`src/rtl/regfile_wb_arbiter.sv`:
```
`default_nettype none
// ============================================================================
// Module      : regfile_wb_arbiter
// Description : Controls the single register-file write port. Single-cycle
//               ALU results have priority. Long-latency LSU/MUL results wait
//               in a small FIFO. A younger ALU write to the same register
//               squashes a queued entry (WAW). A starvation counter forces a
//               one-cycle ALU stall so that the FIFO head can drain.
//               Optional macro WB_BYPASS_EN adds two read ports that forward
//               the registered write data.
// Revision    : 1.0 - initial release
// ============================================================================
module regfile_wb_arbiter #(
  parameter int DEPTH      = 4,
  parameter int STARVE_MAX = 8
) (
  input  logic        clk,
  input  logic        rst,
  input  logic        alu_valid,
  input  logic [4:0]  alu_rd,
  input  logic [31:0] alu_data,
  output logic        alu_stall,
  input  logic        lsu_valid,
  output logic        lsu_ready,
  input  logic [4:0]  lsu_rd,
  input  logic [31:0] lsu_data,
  output logic        write_ena,
  output logic [4:0]  write_reg_addr,
  output logic [31:0] data_in,
  output logic [31:0] pending_mask
`ifdef WB_BYPASS_EN
  ,
  input  logic [4:0]  rd1_addr,
  input  logic [4:0]  rd2_addr,
  input  logic [31:0] rf_rd1_data,
  input  logic [31:0] rf_rd2_data,
  output logic [31:0] rd1_data,
  output logic [31:0] rd2_data
`endif
);

  localparam int PTR_W = (DEPTH > 1) ? $clog2(DEPTH) : 1;
  localparam int CNT_W = PTR_W + 1;
  localparam int STV_W = (STARVE_MAX > 1) ? $clog2(STARVE_MAX) : 1;
  localparam logic [CNT_W-1:0] C_FULL        = CNT_W'(DEPTH);
  localparam logic [STV_W-1:0] C_STARVE_LAST = STV_W'(STARVE_MAX - 1);

  // FIFO storage and control
  logic [4:0]       rd_q   [DEPTH];
  logic [31:0]      data_q [DEPTH];
  logic [DEPTH-1:0] live_q;
  logic [PTR_W-1:0] rptr_q, wptr_q;
  logic [CNT_W-1:0] count_q;

  // Starvation control
  logic [STV_W-1:0] starve_q, starve_d;
  logic             stall_q, stall_d;

  // Registered write port
  logic        write_ena_q, write_ena_d;
  logic [4:0]  write_addr_q, write_addr_d;
  logic [31:0] write_data_q, write_data_d;

  logic alu_win, not_empty, head_live, drain, pop, push, push_killed;

  assign lsu_ready      = (count_q != C_FULL);
  assign alu_stall      = stall_q;
  assign write_ena      = write_ena_q;
  assign write_reg_addr = write_addr_q;
  assign data_in        = write_data_q;

  // alu_rd==0 is a non-write, which leaves the cycle free for the FIFO head
  assign alu_win     = alu_valid && !stall_q && (alu_rd != 5'd0);
  assign not_empty   = (count_q != '0);
  assign head_live   = not_empty && live_q[rptr_q];
  assign drain       = head_live && !alu_win;
  // A killed head leaves the FIFO even when the ALU owns the port
  assign pop         = not_empty && (drain || !live_q[rptr_q]);
  // rd0 results are acknowledged but never stored
  assign push        = lsu_valid && lsu_ready && (lsu_rd != 5'd0);
  assign push_killed = alu_win && (lsu_rd == alu_rd);

  // Choose what the write port carries next cycle
  always_comb begin
    write_ena_d  = 1'b0;
    write_addr_d = 5'd0;
    write_data_d = 32'd0;
    if (alu_win) begin
      write_ena_d  = 1'b1;
      write_addr_d = alu_rd;
      write_data_d = alu_data;
    end else if (drain) begin
      write_ena_d  = 1'b1;
      write_addr_d = rd_q[rptr_q];
      write_data_d = data_q[rptr_q];
    end
  end

  // Count cycles a live head waits; request a one-cycle ALU stall on expiry
  always_comb begin
    starve_d = starve_q;
    stall_d  = 1'b0;
    if (!not_empty || drain) begin
      starve_d = '0;
    end else if (head_live) begin
      if (starve_q == C_STARVE_LAST) begin
        stall_d  = 1'b1;
        starve_d = '0;
      end else begin
        starve_d = starve_q + STV_W'(1);
      end
    end
  end

  // Decode live entries into the hazard mask
  always_comb begin
    pending_mask = 32'd0;
    for (int i = 0; i < DEPTH; i++) begin
      if (live_q[i]) pending_mask[rd_q[i]] = 1'b1;
    end
  end

  // Write-port, stall and starvation registers
  always_ff @(posedge clk) begin
    if (rst) begin
      write_ena_q  <= 1'b0;
      write_addr_q <= 5'd0;
      write_data_q <= 32'd0;
      stall_q      <= 1'b0;
      starve_q     <= '0;
    end else begin
      write_ena_q  <= write_ena_d;
      write_addr_q <= write_addr_d;
      write_data_q <= write_data_d;
      stall_q      <= stall_d;
      starve_q     <= starve_d;
    end
  end

  // FIFO control: WAW squash, pop and push (later assignments take precedence)
  always_ff @(posedge clk) begin
    if (rst) begin
      live_q  <= '0;
      rptr_q  <= '0;
      wptr_q  <= '0;
      count_q <= '0;
    end else begin
      for (int i = 0; i < DEPTH; i++) begin
        if (alu_win && (rd_q[i] == alu_rd)) live_q[i] <= 1'b0;
      end
      if (pop) begin
        live_q[rptr_q] <= 1'b0;
        rptr_q         <= rptr_q + PTR_W'(1);
      end
      if (push) begin
        live_q[wptr_q] <= !push_killed;
        wptr_q         <= wptr_q + PTR_W'(1);
      end
      case ({push, pop})
        2'b10:   count_q <= count_q + CNT_W'(1);
        2'b01:   count_q <= count_q - CNT_W'(1);
        default: count_q <= count_q;
      endcase
    end
  end

  // FIFO payload storage; validity is tracked by live_q alone
  always_ff @(posedge clk) begin
    if (push) begin
      rd_q[wptr_q]   <= lsu_rd;
      data_q[wptr_q] <= lsu_data;
    end
  end

`ifdef WB_BYPASS_EN
  // Same-cycle write-through forwarding for the two read ports
  assign rd1_data = (write_ena_q && (write_addr_q == rd1_addr) && (rd1_addr != 5'd0))
                    ? write_data_q : rf_rd1_data;
  assign rd2_data = (write_ena_q && (write_addr_q == rd2_addr) && (rd2_addr != 5'd0))
                    ? write_data_q : rf_rd2_data;
`endif

endmodule
`default_nettype wire

```
`config.mk`:
```
export PLATFORM = sky130hd
export DESIGN_NAME = regfile_wb_arbiter
export DESIGN_NICKNAME = d
export VERILOG_FILES = /design/src/rtl/regfile_wb_arbiter.sv
export SDC_FILE = /design/constraint.sdc
export NUM_CORES = 1
export LEC_CHECK = 0
export ABC_AREA = 1
export CAP_MARGIN = 20
export CORE_ASPECT_RATIO = 0.6
export CORE_UTILIZATION = 40
export DETAILED_ROUTE_END_ITERATION = 12
export GPL_TIMING_DRIVEN = 0
export PLACE_DENSITY_LB_ADDON = 0.15
export SYNTH_ARGS = -nofsm -noshare
export SYNTH_HDL_FRONTEND = slang
export SYNTH_SLANG_ARGS = --single-unit
```
`constraint.sdc`:
```
create_clock -name clk -period 4.4 [get_ports clk]
set_input_delay 1.32 -clock clk [delete_from_list [all_inputs] [get_ports clk]]
set_output_delay 1.32 -clock clk [all_outputs]
set_load 0.02 [all_outputs]
```
==> results.yml <==
yosys:
  netlist_area_sq_um: 9180
  syn_area_per_cell_sq_um: 10.4
  synth_edf_count: 148
  yosysSeqAreaShare_pct: 60.4
  synthCells: 885
  yosysWarnings: 0
  yosysUniqueCellTypes: 34
  async_flop_share_pct: 0
  ys.flop_type: "edfxtp_1"
  synth_seq_cells: 203
  synthesis.nets: 975
sta:
  finalCritPeriodShare_pct: 95.1
  hold_viol_final: 0
  rsz0062_at_grt: "no"
  fmax_mhz: 239
  worst_slew_pin_slew_ns: 0.905
  setup_viol: 0
  slew_headroom_pct: 39.7
  finalClockSkew_ns: 0.0112
  fin_crit_ns: 4.18
  slew_violations: 0
  whs_ns: 0.471
global_route:
  grt_pass1_wl_um: 41100
  grt_max_degree: 39
  antenna_found_initial: 0
  grt_overflow: 0
  track_usage_pct: 23.0
  grt_pass1_vias: 6949
placed_design:
  io_buffers: 143
  hpwl_um: 18900
  place_area_sq_um: 11000
  routabilityCongestion: 0.980
layout:
  n_antenna_cell: 0
  final_common_cell: "edfxtp_1"
  layout-drive-gt1-share_pct: 9.49
  fin_nets: 1140
  final_area_sq_um: 11600
  syn_to_final_growth_pct: 26.8
  final_cell_mix: "edfxtp_1, clkdlybuf4s50_1, nand2_1, nor2_1, o21ai_0"
detailed_routing:
  via_per_inst: 5.34
  drtPass1Iterations: 5
  wl_per_cell_um: 19.8
  vias: 7323
  drt_iter0_markers: 685
  remaining_drc_errors: 0
  drt-total-wl_um: 27100
  drt.antenna.violating_nets: 0
clock_network:
  clockBufferDepth: 3
  root_buffer: "clkbuf_16"
  clk_pin_slew_ns: 0.06
  h-tree-depth: 1
  ctsHoldBuffers: 0
  worst_skew_pair.late_latency_ns: 0.49
  cts_made_buffers: 20
  tritoncts: "yes"
  cts_sinks: 203
worst_setup_path:
  worstSetupPathType: "register to primary output"
  critPathMaxFanout: 6
  critPathArrivalTime_ns: 2.86
  cp-start-kind: "register"
  crit_required_ns: 3.08
  worstSetupEndpointType: "primary output"
floorplanning:
  die_area_sq_um: 23600
  floorplan.rows: 42
  io-pin-count: 150
  die_w_um: 198
  initial_core_util_pct: 41.2
  die_y_um: 119
  coreArea_sq_um: 22300
outcome:
  status: "complete, no violations"
worst_hold_path:
  min-delay-path-class: "register to register"
power_and_ir_drop:
  power.leakage_nw: 4.03
  ir_drop_mv: 0.245
  finalPower_mw: 5.54
  power.density_nw_per_um2: 476
run:
  cap_violations: 0
layout make-up:
type	count	area (sq um)
tap	308	385
timing repair buffer	143	1430
sequential	203	5550
multi-input combinational	566	3130
buffer	52	275
clock inverter	5	32.5
fill	2102	10600
inverter	64	245
clock buffer	31	603
worst max-delay path: stages (launching register included):
cell	delay, ns
edfxtp_1	0.51
nor3_1	0.61
inv_1	0.24
o22ai_1	0.24
nor2_1	0.06
o21ai_0	0.08
clkdlybuf4s50_1	0.64
final timing paths:
path,start,end,slack [ns],cells after the start
max,rd_q[1][1],pending_mask[28],0.22,6
min,starve_q[1],starve_q[1],0.47,2
max reg2reg,rptr_q[0],count_q[2],2.07,15
min reg2reg,starve_q[1],starve_q[1],0.47,2
per-layer routing:
metal  routed length [um]  up-vias  GRT usage [%]
met5                    0        -              0
met2                10600      308           30.5
met1                13900     3495           38.1
li1                     -     3482              -
met4                  436        0           3.73
met3                 2230       38           4.62
power by group:
part	internal, mW	leakage [nW]	total, mW	switching [mW]
sequential	2.26	1.81	2.34	0.0805
clock	0.948	0.307	1.66	0.716
combinational	0.495	1.92	1.54	1.04
total	3.70	4.03	5.54	1.84
sequential cells by signal, summed over array words and instances, names as in the netlist, 2 cells and up, named ones only:
signal          count
rd_q               20
rptr_q              2
write_reg_addr      5
count_q             3
live_q              4
data_q            128
starve_q            3
wptr_q              2
data_in            32
cells in the mapped netlist, types with 2 or more instances:
cell type	instances	area, sq um
a21oi_1	50	250
a21oi_2	20	175
a22oi_1	11	82.6
buf_2	10	50.1
buf_4	7	52.6
buf_6	4	45.0
clkbuf_1	30	113
clkinv_1	4	15.0
dfxtp_1	55	1100
edfxtp_1	148	4440
ha_1	11	138
inv_1	58	218
inv_2	2	7.51
nand2_1	100	375
nand2_2	22	138
nand3_1	45	225
nand3b_1	2	15.0
nor2_1	97	364
nor3_1	17	85.1
nor4_1	2	12.5
o2111ai_1	2	17.5
o21ai_0	85	425
o221ai_1	27	236
o22a_1	9	78.8
o22ai_1	35	219
xnor2_1	10	87.6
xor2_1	15	131
timing repair:
item | in CTS | in global routing
resized for setup | 0 | 1
endpoints found under the setup margin | 0 | 1
buffers inserted | 0 | 0
kinds of logic after synthesis:
kind of cell	share of synthesized area, %
AOI/OAI and AO/OA	16.3
xor gates and xnor gates	2.38
adders and majority gates	1.72
buffers and inverters	5.61
DFF	60.4
and+or+nand+nor	13.5
through the flow:
step                setup WS, ns  util, %  TNS, ns  cells
floorplan                   1.26        -        0    885
global placement          -0.266     49.4   -26.64   1336
detailed placement         0.709     49.4        0   1336
CTS                        0.210     52.2        0   1372
global route              0.0426     52.3        0   1372
finish                     0.216     52.3        0   1372
No activity file was read; power rests on OpenSTA's default activity.
